$ cat src/rtl/booth_mul_seq.sv
// booth_mul_seq: iterative radix-4 Booth signed multiplier, one operand pair in flight (optional BOOTH_EARLY_EXIT_EN)
module booth_mul_seq #(
  parameter int WIDTH = 16
) (
  input  logic               clk,
  input  logic               rst,
  input  logic               clr,
  input  logic               in_valid,
  output logic               in_ready,
  input  logic [WIDTH-1:0]   in_a,
  input  logic [WIDTH-1:0]   in_b,
  output logic               out_valid,
  input  logic               out_ready,
  output logic [2*WIDTH-1:0] out_p,
  output logic               busy,
  output logic [2:0]         booth_code,
  output logic               pp_op,
  output logic [1:0]         pp_sel
);
  localparam int N  = WIDTH / 2;
  localparam int CW = $clog2(N) + 1;
  typedef enum logic [1:0] {IDLE, RUN, DONE} state_t;
  state_t             state_q, state_d;
  logic [WIDTH-1:0]   areg_q, areg_d;
  logic [WIDTH:0]     mreg_q, mreg_d;
  logic [2*WIDTH-1:0] acc_q, acc_d, out_p_q, out_p_d;
  logic [CW-1:0]      cnt_q, cnt_d;
  logic [2*WIDTH-1:0] a_ext, mag, pp;
  logic               last;
  // Booth recode of the current group, partial product, and next-state sequencing
  always_comb begin
    state_d = state_q;
    areg_d = areg_q;
    mreg_d = mreg_q;
    acc_d = acc_q;
    cnt_d = cnt_q;
    out_p_d = out_p_q;
    last = 1'b0;
    booth_code = (state_q == RUN) ? mreg_q[2:0] : 3'b000;
    pp_sel = (booth_code == 3'b011 || booth_code == 3'b100) ? 2'b10 :
             (booth_code == 3'b000 || booth_code == 3'b111) ? 2'b00 : 2'b01;
    pp_op = booth_code[2] && booth_code[1:0] != 2'b11;
    a_ext = {{WIDTH{areg_q[WIDTH-1]}}, areg_q};
    mag = (pp_sel == 2'b10) ? a_ext << 1 : (pp_sel == 2'b01) ? a_ext : '0;
    pp = pp_op ? -mag : mag;
    if (clr) begin
      state_d = IDLE;
      acc_d = '0;
      cnt_d = '0;
    end else if (state_q == IDLE && in_valid) begin
      state_d = RUN;
      areg_d = in_a;
      mreg_d = {in_b, 1'b0};
      acc_d = '0;
      cnt_d = '0;
    end else if (state_q == RUN) begin
      acc_d = acc_q + (pp << {cnt_q, 1'b0});
      mreg_d = {{2{mreg_q[WIDTH]}}, mreg_q[WIDTH:2]};
      cnt_d = cnt_q + CW'(1);
`ifdef BOOTH_EARLY_EXIT_EN
      last = cnt_q == CW'(N - 1) || &mreg_d || ~|mreg_d;
`else
      last = cnt_q == CW'(N - 1);
`endif
      if (last) begin
        state_d = DONE;
        out_p_d = acc_d;
      end
    end else if (state_q == DONE && out_ready) begin
      state_d = IDLE;
    end
  end
  // State and datapath registers, cleared asynchronously
  always_ff @(posedge clk or negedge rst) begin
    if (!rst) begin
      state_q <= IDLE;
      areg_q <= '0;
      mreg_q <= '0;
      acc_q <= '0;
      cnt_q <= '0;
      out_p_q <= '0;
    end else begin
      state_q <= state_d;
      areg_q <= areg_d;
      mreg_q <= mreg_d;
      acc_q <= acc_d;
      cnt_q <= cnt_d;
      out_p_q <= out_p_d;
    end
  end
  assign in_ready = state_q == IDLE;
  assign busy = state_q == RUN;
  assign out_valid = state_q == DONE;
  assign out_p = out_p_q;
endmodule

$ cat config.mk
export PLATFORM = sky130hd
export DESIGN_NAME = booth_mul_seq
export DESIGN_NICKNAME = d
export VERILOG_FILES = /design/src/rtl/booth_mul_seq.sv
export SDC_FILE = /design/constraint.sdc
export NUM_CORES = 1
export LEC_CHECK = 0
export CAP_MARGIN = 20
export CORE_UTILIZATION = 50
export CTS_BUF_LIST = sky130_fd_sc_hd__clkbuf_2
export DETAILED_ROUTE_END_ITERATION = 12
export PLACE_DENSITY = 0.81
export SETUP_SLACK_MARGIN = 0.3
export SLEW_MARGIN = 20
export SYNTH_ARGS = -nofsm -noshare
export SYNTH_HDL_FRONTEND = slang
export SYNTH_SLANG_ARGS = --single-unit
$ cat constraint.sdc
create_clock -name clk -period 10.5 [get_ports clk]
set_input_delay 2.1 -clock clk [delete_from_list [all_inputs] [get_ports clk]]
set_output_delay 2.1 -clock clk [all_outputs]
set_load 0.02 [all_outputs]
== After elaboration in Yosys (flattened, before gate mapping) ==
Index checks and enable logic that the tools add are counted.

* Muxes and demuxes: 19
* Eq/ne operators: 10
* Reduce and logical (&&, ||, !) cells: 14
* $add $sub $neg: 3
* Bitwise gates (word level): 2
* Shift-type cells: 1

{| class="wikitable"
|+ Operators with widths
! operator !! number
|-
| 32-bit 2-to-1 mux || 6
|-
| 32-bit adder || 1
|-
| 32-bit negation || 1
|-
| 32-bit by 5-bit left shift with 32-bit output || 1
|-
| 17-bit 2-to-1 mux || 1
|-
| 16-bit 2-to-1 mux || 1
|-
| 2-bit 2-to-1 mux || 6
|-
| 4-bit 2-to-1 mux || 3
|-
| 3-bit equality test, second input constant || 2
|-
| 2-bit AND reduction || 3
|-
| 4-bit by 1-bit adder with 4-bit output, second input constant || 1
|-
| 2-bit by 1-bit equality test with 1-bit output, second input constant || 2
|-
| 2-bit equality test, second input constant || 2
|-
| 4-bit by 3-bit equality test with 1-bit output, second input constant || 1
|-
| 4-bit by 2-bit inequality test with 1-bit output, second input constant || 1
|-
| 4-bit AND reduction || 1
|-
| 4-bit nonzero test || 1
|-
| 3-bit by 2-bit equality test with 1-bit output, second input constant || 1
|-
| 1-bit logical AND || 3
|-
| 3-bit zero test || 1
|-
| 3-bit 2-to-1 mux || 1
|-
| 3-bit nonzero test || 1
|-
| 2-bit zero test || 1
|-
| 1-bit logical OR || 2
|-
| other kinds (4) || 5
|}

* Register bits: 103
* Input bits: 37
* Logic and storage cells: 56

== Longest topological paths before layout ==
* Word-level depth: 16
* Mapped depth: 26

== Worst setup path after synthesis ==
No wires, ideal clock.

* Path kind: register to register
* Start: register state_q[1]
* End: register out_p_q[25], in the netlist out_p[25]
* Arrival: 4,994 ps
* Setup time: 125 ps
* Cell stages (with the launch flop): 25
* Path slack: 5,382 ps
* Buffers on the path: 1
* Cell sequence: dfrtp_1 -> nand2b_1 -> inv_1 -> clkbuf_1 -> o211a_1 -> nor2_1 -> ha_1 -> or3_1 -> a21boi_0 -> nor2_1 -> a211o_1 -> nand2_1 -> o21ai_0 -> nor2_1 -> ha_1 -> a21o_1 -> a21o_1 -> a21o_1 -> and2_1 -> a211oi_1 -> o31a_1 -> o21ai_1 -> a21oi_1 -> xnor2_1 -> mux2_2

* Cells in the longest elaborated chain, start to end: 13
* Elaborated cells between the ends (all ways): 24
* Those cells by class: add/sub (2); eq/ne (7); shift (1); mux (6); bitwise (1); reduce/logical (7)

{| class="wikitable"
|+ RTL lines
! what !! line !! RTL
|-
| start, declared || 23 || <nowiki>state_t state_q, state_d;</nowiki>
|-
| start signal, assigned || 83 || <nowiki>state_q <= state_d;</nowiki>
|-
| 2-bit by 1-bit equality test with 1-bit output * || - ||
|-
| via busy || 15 || <nowiki>output logic busy,</nowiki>
|-
| 3-bit 2-to-1 mux || 39 || <nowiki>booth_code = (state_q == RUN) ? mreg_q[2:0] : 3'b000;</nowiki>
|-
| 3-bit equality test or 3-bit zero test (tied branches) || 41 || <nowiki>(booth_code == 3'b000 || booth_code == 3'b111) ? 2'b00 : 2'b01;</nowiki>
|-
| 1-bit logical OR || 41 ||
|-
| 1-bit 2-to-1 mux || 41 ||
|-
| 2-bit 2-to-1 mux || 40 || <nowiki>pp_sel = (booth_code == 3'b011 || booth_code == 3'b100) ? 2'b10 :</nowiki>
|-
| 2-bit by 1-bit equality test with 1-bit output || 44 || <nowiki>mag = (pp_sel == 2'b10) ? a_ext << 1 : (pp_sel == 2'b01) ? a_ext : '0;</nowiki>
|-
| 32-bit 2-to-1 mux (2 in a row) || 44 ||
|-
| 32-bit negation || 45 || <nowiki>pp = pp_op ? -mag : mag;</nowiki>
|-
| 32-bit 2-to-1 mux || 45 ||
|-
| 32-bit by 5-bit left shift with 32-bit output || 57 || <nowiki>acc_d = acc_q + (pp << {cnt_q, 1'b0});</nowiki>
|-
| 32-bit adder || 57 ||
|-
| end signal, assigned || 88 || <nowiki>out_p_q <= out_p_d;</nowiki>
|-
| end, declared || 26 || <nowiki>logic [2*WIDTH-1:0] acc_q, acc_d, out_p_q, out_p_d;</nowiki>
|}

The timed path passes the listed nets; every way through them passes the cells marked *.
A chain may end at the register's enable or synchronous reset.

== Final worst setup path ==
* Start: register state_q[1]
* End: register out_p_q[25], in the netlist out_p[25]

* Cells in the longest elaborated chain, start to end: 13
* Elaborated cells between the ends (all ways): 24
* Those cells by class: add/sub (2); eq/ne (7); shift (1); mux (6); bitwise (1); reduce/logical (7)

{| class="wikitable"
|+ RTL lines
! what !! line
|-
| 2-bit by 1-bit equality test with 1-bit output || 39, 56
|-
| 3-bit 2-to-1 mux || 39
|-
| 3-bit equality test or 3-bit zero test (tied branches) || 41
|-
| 1-bit logical OR || 41
|-
| 1-bit 2-to-1 mux || 41
|-
| 2-bit 2-to-1 mux || 40
|-
| 2-bit by 1-bit equality test with 1-bit output || 44
|-
| 32-bit 2-to-1 mux (2 in a row) || 44
|-
| 32-bit negation || 45
|-
| 32-bit 2-to-1 mux || 45
|-
| 32-bit by 5-bit left shift with 32-bit output || 57
|-
| 32-bit adder || 57
|}

Several ways; a longest one is shown, not always the timed one.

==> flow_summary.json <==
{
  "critPathCapture": "out_p[25]",
  "initial_core_util": 0.5146,
  "dieArea_mm2": 0.01557,
  "r2r_slack_ns": 3.54,
  "ctsHoldBuffers": 0,
  "fin_crit_sh": 0.6632,
  "final_antenna_net_count": 0,
  "clock_tree.root_cell": "clkbuf_2",
  "finalHoldViolCount": 0,
  "layout_commonest_cell": "nand2_1",
  "synth_area_mm2": 0.007536,
  "ys.warnings.count": 0,
  "r2r-end": "out_p[25]",
  "core.rowCount": 44,
  "finalMaxSlewViolations": 0,
  "critical_path_arrival_ns": 7.52,
  "io_pins": 78,
  "wl_per_cell_um": 17.09,
  "grt_use_total": 0.2590,
  "met1_usage": 0.3483,
  "gp_congestion": 0.9979,
  "startpoint": "state_q[1]",
  "grt_overflow": 0,
  "synth_edf_count": 0,
  "placed_area_mm2": 0.008413,
  "netlist.top_cell.by_area": "dfrtp_1",
  "nets": 1015,
  "r2r_start": "state_q[1]",
  "clock_skew_ns": 0.05005,
  "grt_pass1_vias": 6624,
  "crit_type": "reg2reg",
  "relSlewSlack": 0.3768,
  "grt_max_degree": 64,
  "ir_drop_v": 0.00009157,
  "routed_wirelength_um": 19360,
  "grt.met2_usage": 0.4065,
  "startpoint_type": "register",
  "critPathRequiredTime_ns": 11.05,
  "port_buffers": 77,
  "fmax_mhz": 143.6,
  "via_count": 6937,
  "use_met3": 0.05584,
  "synthCells": 893,
  "via_per_inst": 6.123,
  "status": "finished, violations left",
  "ys_ff_latch": 103,
  "rsz0062_at_grt": "no",
  "ctsResizeCount": 0,
  "end_kind": "register",
  "cts_sinks": 103,
  "seq_area_mm2": 0.002577,
  "clk_latency_ns": 0.67,
  "area_delta_synth_final_pct": 13.63,
  "ys_types": 73,
  "avgSynthCellArea_um2": 8.439,
  "ys_seq_area_frac": 0.3420,
  "chipHeight_um": 124.8,
  "grt_pass1_wl_um": 32690,
  "drt_iter0_markers": 514,
  "drv_cap": 0,
  "cts_buffers": 9,
  "fin_area_mm2": 0.008563,
  "worstMarginPinSlew_ns": 0.9326,
  "clk_path_buf_depth": 2,
  "drive_gt1_frac": 0.07806,
  "powerDensity_mw_per_mm2": 141.1,
  "multi_input_area_mm2": 0.004706,
  "top_usage_layer": "met2",
  "post_cts_buffers": 0,
  "dp_hpwl_um": 14100,
  "async_reset_ff_frac": 1.000,
  "first_pass_iters": 9,
  "reg2reg_depth": 21,
  "clk_pin_slew_ns": 0.30,
  "violations": "DRC",
  "final_cell_mix": "nand2_1, dfrtp_1, clkdlybuf4s50_1",
  "final.setup.tns_ns": 0,
  "drc": 2,
  "cts_max_level": 3,
  "worstPathMaxFanout": 21,
  "antenna_found_initial": 1,
  "die_x_um": 124.8,
  "hold_class": "reg2reg",
  "synth_top_area_frac": 0.3420,
  "min_period_ns": 6.963,
  "syn_nets": 965,
  "p_leak_nw": 3.994,
  "cts_tree": "built",
  "ys.flop_type": "dfrtp_1",
  "fillers": 1333,
  "core-area_mm2": 0.01464,
  "finalSetupViolCount": 0,
  "synth_area_leaders": "dfrtp_1, nand2_1, ha_1, a21oi_1, a22o_1"
}
-- flip-flops by register name (all words and copies together), names as in the netlist --
name	cells
out_p	32
cnt_q	4
areg_q	16
state_q	2
mreg_q	17
acc_q	32
-- Yosys cell counts, types with 3 or more instances --
| cell | number |
|---|---|
| a211o_1 | 4 |
| a211oi_1 | 13 |
| a21o_1 | 23 |
| a21oi_1 | 62 |
| a221oi_1 | 7 |
| a22o_1 | 32 |
| a22oi_1 | 8 |
| a31oi_1 | 18 |
| and2_1 | 14 |
| and3_1 | 8 |
| buf_1 | 5 |
| buf_4 | 4 |
| clkbuf_1 | 36 |
| dfrtp_1 | 103 |
| ha_1 | 34 |
| inv_1 | 19 |
| mux2_2 | 22 |
| mux2i_1 | 10 |
| mux4_2 | 3 |
| nand2_1 | 159 |
| nand2b_1 | 9 |
| nand3_1 | 12 |
| nand3b_1 | 4 |
| nand4_1 | 7 |
| nor2_1 | 71 |
| nor2b_1 | 4 |
| nor3_1 | 15 |
| nor4_1 | 3 |
| o211a_1 | 4 |
| o211ai_1 | 7 |
| o21a_1 | 7 |
| o21ai_0 | 47 |
| o21ai_1 | 5 |
| o21bai_1 | 3 |
| o22a_1 | 3 |
| o22ai_1 | 4 |
| o31a_1 | 3 |
| o31ai_1 | 8 |
| or2_2 | 3 |
| xnor2_1 | 29 |
| xor2_1 | 17 |
-- critical path, cell delays in order, from the launching register on --
cell,delay (ns)
dfrtp_1,0.47
nand2b_1,0.72
inv_1,0.50
o211ai_1,0.30
o211a_1,0.36
and3_4,0.28
nor2_1,0.06
xnor2_1,0.18
mux4_2,0.55
o21ai_0,0.39
nor2_1,0.10
ha_1,0.36
a21o_1,0.17
a21o_1,0.17
a21o_1,0.20
and2_1,0.18
a211oi_1,0.62
o31a_1,0.24
o21ai_1,0.10
a21oi_1,0.44
xnor2_1,0.17
mux2_2,0.29
-- final cells by class --
type                       count  share of cell area
multi-input combinational    724              0.5495
sequential                   103              0.3010
timing repair buffer          86             0.09804
tap                          184             0.02688
clock inverter                 7             0.01067
inverter                      19            0.008328
clock buffer                   9            0.005260
antenna                        1           0.0002922
-- per-layer routing --
layer | up-vias | wire [µm]
li1 | 3340 | -
met2 | 248 | 8716
met4 | 0 | 564
met5 | - | 0
met3 | 59 | 1224
met1 | 3290 | 8853
-- power by group --
| part | internal, W | total (W) | switching [W] | leakage [nW] |
|---|---|---|---|---|
| sequential | 0.000437 | 0.000480 | 0.0000435 | 1.35 |
| clock | 0.0000601 | 0.000212 | 0.000152 | 0.0710 |
| combinational | 0.000204 | 0.000516 | 0.000312 | 2.57 |
| total | 0.000700 | 0.00121 | 0.000508 | 3.99 |
-- kinds of logic after synthesis --
kind of cell	synth area share
AO/OA/AOI/OAI	0.2620
XOR/XNOR	0.05346
adder cells (fa/ha/maj)	0.05911
buffers and inverters	0.03603
flip-flops	0.3420
multiplexers	0.05512
AND/OR/NAND/NOR	0.1923
-- how the worst min path moves through the flow --
stage	startpoint	endpoint	slack [ns]	cells past startpoint
floorplan	acc_q[13]	acc_q[13]	0.46	2
global placement	out_p[20]	out_p[20]	0.45	2
detailed placement	out_p[11]	out_p[11]	0.46	2
CTS	out_p[17]	out_p[17]	0.52	2
global route	out_p[26]	out_p[26]	0.54	2
finish	out_p[17]	out_p[17]	0.51	2
-- metrics by stage --
stage	cells	setup slack [ns]	utilization	power, W	hold slack [ns]
after detailed placement	1115	3.915	0.5745	0.0009886	0.4615
after CTS	1131	3.797	0.5838	0.001203	0.5193
final	1133	3.537	0.5848	0.001208	0.5112
after global placement	1115	4.005	0.5745	0.0009821	0.4531
after floorplan	893	5.382	-	0.0008585	0.4563
after global routing	1133	3.024	0.5848	0.001289	0.5413
No activity file was read; power rests on OpenSTA's default activity.
